--- src/rtl/rtc_24bit_counter.sv ---
// Stopwatch time base: six cascaded BCD digits (MM:SS:hh) advanced by a 100 Hz clock, with lap hold.
// Optional registered wrap pulse o_rollover when RTC_ROLLOVER_FLAG_EN is defined.
module rtc_24bit_counter (
    input  logic        i_rtcclk,
    input  logic        i_reset_n,
    input  logic        i_countenb,
    input  logic        i_countinit,
    input  logic        i_latchcount,
    output logic [23:0] o_count
`ifdef RTC_ROLLOVER_FLAG_EN
    ,
    output logic        o_rollover
`endif
);

    // Per-digit maximum, packed in the same nibble order as the count.
    localparam logic [23:0] DIGIT_MAX = 24'h595999;

    logic [23:0] count_q;
    logic [23:0] count_nxt;
    logic [23:0] hold_q;
    logic [5:0]  en;

    // Whole carry chain settles in one cycle, so a full wrap happens on a single edge.
    always_comb begin
        en        = '0;
        count_nxt = count_q;
        en[0]     = i_countenb;
        for (int k = 1; k < 6; k++) begin
            en[k] = en[k-1] && (count_q[4*(k-1) +: 4] == DIGIT_MAX[4*(k-1) +: 4]);
        end
        for (int k = 0; k < 6; k++) begin
            if (en[k]) begin
                if (count_q[4*k +: 4] >= DIGIT_MAX[4*k +: 4]) begin
                    count_nxt[4*k +: 4] = 4'd0;
                end else begin
                    count_nxt[4*k +: 4] = count_q[4*k +: 4] + 4'd1;
                end
            end
        end
        if (i_countinit) begin
            count_nxt = '0;
        end
    end

    // Hold captures the post-edge value, so dropping i_latchcount freezes exactly what was shown.
    always_ff @(posedge i_rtcclk or negedge i_reset_n) begin
        if (!i_reset_n) begin
            count_q <= '0;
            hold_q  <= '0;
        end else begin
            count_q <= count_nxt;
            if (i_countinit) begin
                hold_q <= '0;
            end else if (i_latchcount) begin
                hold_q <= count_nxt;
            end
        end
    end

    assign o_count = i_latchcount ? count_q : hold_q;

`ifdef RTC_ROLLOVER_FLAG_EN
    logic wrap;

    assign wrap = en[5] && (count_q[23:20] == DIGIT_MAX[23:20]);

    always_ff @(posedge i_rtcclk or negedge i_reset_n) begin
        if (!i_reset_n) begin
            o_rollover <= 1'b0;
        end else begin
            o_rollover <= wrap && !i_countinit;
        end
    end
`endif

endmodule

--- config.mk ---
export PLATFORM = sky130hd
export DESIGN_NAME = rtc_24bit_counter
export DESIGN_NICKNAME = d
export VERILOG_FILES = /design/src/rtl/rtc_24bit_counter.sv
export SDC_FILE = /design/constraint.sdc
export NUM_CORES = 1
export LEC_CHECK = 0
export BUFFER_PORTS_ARGS = -buffer_cell sky130_fd_sc_hd__buf_2
export CORE_ASPECT_RATIO = 0.6
export CORE_MARGIN = 5
export CORE_UTILIZATION = 59
export CTS_CLUSTER_DIAMETER = 120
export CTS_CLUSTER_SIZE = 14
export DETAILED_ROUTE_END_ITERATION = 16
export PLACE_DENSITY = 0.8
export SYNTH_ARGS = -nofsm -noshare
export SYNTH_HDL_FRONTEND = slang
export SYNTH_SLANG_ARGS = --single-unit
--- constraint.sdc ---
create_clock -name i_rtcclk -period 2.58 [get_ports i_rtcclk]
set_input_delay 0.129 -clock i_rtcclk [delete_from_list [all_inputs] [get_ports i_rtcclk]]
set_output_delay 0.129 -clock i_rtcclk [all_outputs]
set_load 0.02 [all_outputs]
==> results of run 1 <==
## layer usage
metal | vias to the layer above | GRT usage, %
met2 | 47 | 26.84
met4 | 0 | 5.111
met5 | - | 0
met1 | 1007 | 31.57
li1 | 1038 | -
met3 | 7 | 4.410
## registers in the layout (all words and copies together), names as in the netlist
signal / cells
count_q: 24
hold_q: 24
## cells in the mapped netlist, drive strengths merged (5+ instances only)
library cell,number,area (sq um)
clkbuf,9,35.03
nand3,5,25.02
nand2,8,30.03
a211oi,14,105.1
nor2,36,135.1
mux2i,5,50.05
ha,18,225.2
buf,6,28.78
dfrtp,48,1201
inv,14,52.55
a311oi,9,78.83
a21oi,13,65.06
mux2,24,270.3
## per-stage QoR
stage | instance area [sq um] | util (%) | hold WS [ps]
floorplan | 2829 | - | -166.6
global placement | 2999 | 65.03 | 373.4
detailed placement | 2999 | 65.03 | 382.4
CTS | 3095 | 67.12 | 47.31
global route | 3095 | 67.12 | 110.7
finish | 3095 | 67.12 | 2.201
## final timing paths
path | start | end | slack, ps | depth (start not counted)
setup / recovery | count_q[1]$_DFF_PN0_ | hold_q[18]$_DFFE_PN0P_ | 370 | 6
hold / removal | i_reset_n | hold_q[2]$_DFFE_PN0P_ | 2 | 1
setup reg to reg | count_q[1]$_DFF_PN0_ | hold_q[18]$_DFFE_PN0P_ | 370 | 6
hold reg to reg | hold_q[1]$_DFFE_PN0P_ | hold_q[1]$_DFFE_PN0P_ | 500 | 2
max in group asynchronous | i_reset_n | count_q[21]$_DFF_PN0_ | 1930 | 1
min in group i_rtcclk | i_countenb | count_q[0]$_DFF_PN0_ | 250 | 3
## cell type report
type                            instances  share of cell area (%)
Sequential cell                        48                   38.80
Tap cell                               63                   2.546
Inverter                               14                   1.698
Multi-Input combinational cell        194                   48.83
Timing Repair Buffer                   30                   5.012
Clock buffer                            7                   3.112
## logic make-up (layout without fill, tap and decap cells)
logic type                 after synthesis  in the layout  share of synthesized area, %
AOI/OAI and AO/OA                       63             63                         16.14
muxes                                   29             29                         11.32
xor gates and xnor gates                 3              3                        0.9290
DFF                                     48             48                         42.46
and+or+nand+nor                         81             81                         17.07
buffers and inverters                   29             51                         4.113
adders and majority gates               18             18                         7.961
## report_power, final
group          switching (W)  internal, W  total, W
combinational      0.0000981    0.0000585  0.000157
sequential         0.0000175     0.000775  0.000793
clock               0.000242     0.000239  0.000481
total               0.000358      0.00107   0.00143
==> impl_metrics.py, run 1 <==
metrics = {
    "status": {
        "status": "finished, final reports clean",
    },
    "timing": {
        "skew_ps": 6.934,
        "slew_headroom_pct": 30.76,
        "setup_tns_ps": 0,
        "period_minus_slack_ps": 2211,
        "rsz0062_at_grt": "false",
        "max_freq_mhz": 452.3,
        "slew_viol_final": 0,
        "setup_violations": 0,
        "tightest_slew_ps": 1039,
        "finalCritPeriodShare_pct": 85.70,
        "hold_violations": 0,
        "layout_setup_ws_ps": 368.9,
    },
    "clocking": {
        "hold_buffers": 0,
        "cts_buffer_depth": 2,
        "cts_tree": "built",
        "cts_resized": 0,
        "insertion_delay_ps": 300,
        "cts.htree.levels": 2,
        "clock-sinks": 48,
        "clkTransAtPathRegs_ps": 90,
        "numCtsBuffers": 5,
        "root_buffer": "clkbuf_8",
        "post-cts-setup-buffers": 0,
    },
    "setup_path": {
        "path_cells": "inv_1 -> ha_1 -> and4b_1 -> nand2_1 -> o41ai_1 -> a311oi_1",
        "cp-start-kind": "flop",
        "crit_type": "flop to flop",
        "crit_path_end_kind": "flop",
        "cp.arrival_ps": 2370,
        "critPathTopFamily": "simple AND/OR/NAND/NOR gates",
        "cp.required_ps": 2740,
        "cp_slowest_cell": "o41ai_1",
        "critical-path-max-stage-delay_ps": 470,
        "crit_buf_inv": 1,
        "cp_max_fo": 11,
    },
    "global_route": {
        "track_usage_pct": 19.91,
        "grt_overflow": 0,
        "grt_antenna_before_repair": 0,
        "grt_start_max_net_pins": 49,
        "grt_pass1_vias": 2038,
        "grt_pass1_wl_um": 10110,
    },
    "routing": {
        "vias": 2099,
        "first_pass_iters": 4,
        "drtAntennaViolNets": 0,
        "wl_met1_um": 3058,
        "wl_per_cell_um": 16.21,
        "wl_met3_um": 283,
        "drt-initial-drc-count": 125,
        "via_per_inst": 5.896,
        "wirelength_um": 5770,
        "drc_errors": 0,
        "met2_length_um": 2369,
        "top_layer": "met4",
    },
    "finish": {
        "layout_commonest_cell": "dfrtp_1",
        "fillers": 383,
        "area_growth_syn_to_layout_pct": 9.421,
        "final_layout_size_suffix_gt1_share_pct": 24.91,
        "seqCellArea_sq_um": 1201,
        "stdcell_count": 356,
        "antenna_cells": 0,
        "mostFrequentLayoutCells": "48 x dfrtp_1, 36 x nor2_1, 28 x buf_2, 24 x mux2_2, 18 x ha_1",
        "finalNetCount": 316,
        "multi_input_area_sq_um": 1511,
    },
    "pwr": {
        "power_leakage_nw": 1.575,
        "fin_total_pwr_w": 0.001430,
        "p_per_area_nw_per_um2": 462.0,
        "ir_worst_vdd_mv": 0.2990,
    },
    "die": {
        "rows": 19,
        "die_area_sq_um": 6325,
        "die_w_um": 99.40,
        "ios": 29,
        "start_util_pct": 61.34,
        "core_sq_um": 4612,
        "fp.dieH_um": 63.64,
    },
    "synthesis": {
        "synth_edf_count": 0,
        "syn-num-nets": 294,
        "seq_area_frac_synth_pct": 42.46,
        "ys_dominant_reg_cell": "dfrtp_1",
        "synth_cell_type_count": 50,
        "ys_warn_count": 0,
        "ys_async_sr_fraction_pct": 100.0,
        "syn_area_sq_um": 2829,
        "syn_inst": 271,
        "ys_ff_latch": 48,
        "avgSynthCellArea_sq_um": 10.44,
    },
    "placed_design": {
        "dpl_worst_slack_ps": 391.3,
        "numPortBuffers": 28,
        "dp.cells": 349,
        "dp_hpwl_um": 4189,
        "gp_congestion": 0.8357,
    },
    "min_path": {
        "hold_class": "primary input to asynchronous set/reset pin",
    },
    "job": {
        "drv_cap": 0,
    },
}
No activity file was read; power rests on OpenSTA's default activity.
==> run 2: changes to the inputs <==
CORE_ASPECT_RATIO = not set   (was 0.6)
HOLD_SLACK_MARGIN = 0.15   (was not set)
==> impl_metrics.py, run 2 (same netlist as run 1, synthesis figures left out) <==
metrics = {
    "job": {
        "drv_cap": 0,
    },
    "clocking": {
        "root_buffer": "clkbuf_8",
        "insertion_delay_ps": 300,
        "clock-sinks": 48,
        "numCtsBuffers": 5,
        "cts_buffer_depth": 2,
        "cts.htree.levels": 2,
        "clkTransAtPathRegs_ps": 90,
        "cts_resized": 0,
        "cts_tree": "built",
    },
    "timing": {
        "setup_violations": 0,
        "setup_tns_ps": 0,
        "skew_ps": 8.584,
        "slew_viol_final": 0,
        "finalCritPeriodShare_pct": 82.89,
        "period_minus_slack_ps": 2139,
        "max_freq_mhz": 467.6,
        "layout_setup_ws_ps": 441.4,
        "hold_violations": 0,
        "slew_headroom_pct": 29.34,
        "tightest_slew_ps": 1060,
        "rsz0062_at_grt": "false",
    },
    "routing": {
        "via_per_inst": 5.994,
        "drtAntennaViolNets": 0,
        "drc_errors": 0,
        "drt-initial-drc-count": 76,
        "first_pass_iters": 4,
        "wirelength_um": 5401,
        "wl_per_cell_um": 15.48,
        "vias": 2092,
    },
    "die": {
        "die_area_sq_um": 6280,
        "start_util_pct": 60.29,
        "fp.dieH_um": 79.25,
        "die_w_um": 79.25,
        "core_sq_um": 4692,
        "ios": 29,
        "rows": 25,
    },
    "setup_path": {
        "critical-path-max-stage-delay_ps": 440,
        "crit_path_end_kind": "flop",
        "crit_type": "flop to flop",
        "cp-start-kind": "flop",
        "crit_start": "count_q[1]$_DFF_PN0_",
        "cp-endpoint": "hold_q[18]$_DFFE_PN0P_",
        "path_cells": "inv_1 -> ha_1 -> and4b_1 -> nand2_1 -> o41ai_1 -> a311oi_1",
        "cp.required_ps": 2730,
        "r2r-end": "hold_q[18]$_DFFE_PN0P_",
        "timing.rr.start": "count_q[1]$_DFF_PN0_",
        "r2r_cells": 6,
        "cp.arrival_ps": 2290,
        "r2r_slack_ps": 440,
        "cp_slowest_cell": "o41ai_1",
        "cp_max_fo": 11,
    },
    "placed_design": {
        "numPortBuffers": 28,
        "dpl_worst_slack_ps": 453.2,
        "gp_congestion": 0.8638,
        "dp_hpwl_um": 3758,
    },
    "min_path": {
        "hold_class": "primary input to flop",
    },
    "pwr": {
        "p_int_w": 0.001123,
        "p_switching_w": 0.0003620,
        "ir_worst_vdd_mv": 0.3965,
        "p_comb_share_pct": 10.5,
        "switching_share_pct": 24.38,
        "sequentialPowerShare_pct": 53.3,
        "power_leakage_nw": 1.584,
        "clock_power_share_pct": 36.2,
        "p_per_area_nw_per_um2": 478.0,
    },
    "finish": {
        "final_layout_size_suffix_gt1_share_pct": 24.75,
        "largestRegisters": "count_q x24, hold_q x24",
        "mostFrequentLayoutCells": "48 x dfrtp_1, 36 x nor2_1, 28 x buf_2, 24 x mux2_2, 18 x ha_1",
        "area_growth_syn_to_layout_pct": 9.775,
        "layout_commonest_cell": "dfrtp_1",
        "finalNetCount": 317,
        "antenna_cells": 0,
    },
    "global_route": {
        "track_usage_pct": 19.08,
        "grt_pass1_wl_um": 9604,
        "grt_overflow": 0,
        "grt_pass1_vias": 2105,
        "grt_start_max_net_pins": 49,
        "grt_antenna_before_repair": 0,
    },
    "status": {
        "status": "finished, final reports clean",
    },
}
## run 2: cell count changes in the layout (fill, tap and decap cells not counted)
cell | previous run | this run
clkinv_2 | 0 | 1
bufinv_16 | 0 | 1
dlygate4sd3_1 | 0 | 1
clkbuf_1 | 0 | 1
clkbuf_8 | 7 | 5
## run 2: layout make-up
| type | count | area (sq um) |
|---|---|---|
| fillers | 376 | 1587 |
| clock inverters | 2 | 35.03 |
| flip-flops and latches | 48 | 1201 |
| clock buffers | 6 | 72.57 |
| multi-input cells | 194 | 1511 |
| repair buffers | 31 | 165.2 |
| well taps | 54 | 67.56 |
| inverters | 14 | 52.55 |
## run 2: how the worst min path moves through the flow
| stage | endpoint | slack [ps] | startpoint | cells after the start |
|---|---|---|---|---|
| 6_report | count_q[0]$_DFF_PN0_ | 250 | i_countenb | 3 |
| 5_1_grt | count_q[1]$_DFF_PN0_ | 280 | i_countenb | 3 |
| 4_1_cts | count_q[0]$_DFF_PN0_ | 230 | i_countenb | 3 |
| 3_5_place_dp | count_q[4]$_DFF_PN0_ | 370 | i_reset_n | 1 |
| 3_3_place_gp | hold_q[4]$_DFFE_PN0P_ | 380 | i_reset_n | 1 |
| 2_1_floorplan | count_q[0]$_DFF_PN0_ | -170 | i_reset_n | 0 |
## run 2: through the flow
stage	utilization (%)	total power (W)	cell area, sq um	hold slack (ps)	instances
floorplan	-	0.0009138	2829	-166.6	271
global placement	63.68	0.0009599	2988	377.3	340
detailed placement	63.68	0.0009639	2988	374.8	340
CTS	66.19	0.001498	3105	232.7	349
global route	66.19	0.001555	3105	278.8	349
finish	66.19	0.001484	3105	246.5	349
## run 2: what timing repair did
| action | in CTS | in global routing |
|---|---|---|
| setup buffers | 0 | 0 |
| endpoints found under the setup margin | 0 | 0 |
| endpoints found under the hold margin | 48 | 0 |
| hold buffers | 1 | 0 |
## run 2: power by group through the flow
stage | sequential [W] | clock (W) | combinational [W]
2_1_floorplan | 0.000803 | 0 | 0.000111
3_3_place_gp | 0.000805 | 0 | 0.000155
3_5_place_dp | 0.000807 | 0 | 0.000157
4_1_cts | 0.000792 | 0.000547 | 0.000159
5_1_grt | 0.000796 | 0.000586 | 0.000173
6_report | 0.000792 | 0.000537 | 0.000156
## run 2: worst max-delay path: cells and delay by family (launching register included)
kind / cells / cell delay [ps]
fa+ha+maj: 1 / 220
simple gates: 2 / 680
compound gates: 2 / 580
buf+inv: 1 / 90
flops: 1 / 420
## run 2: layer usage
layer	GRT usage, %	part of all wire, %	vias to the layer above
li1	-	-	1038
met1	24.11	48	1021
met2	32.15	47	26
met3	4.195	3.2	7
met4	6.701	1.6	0
met5	0	0	-
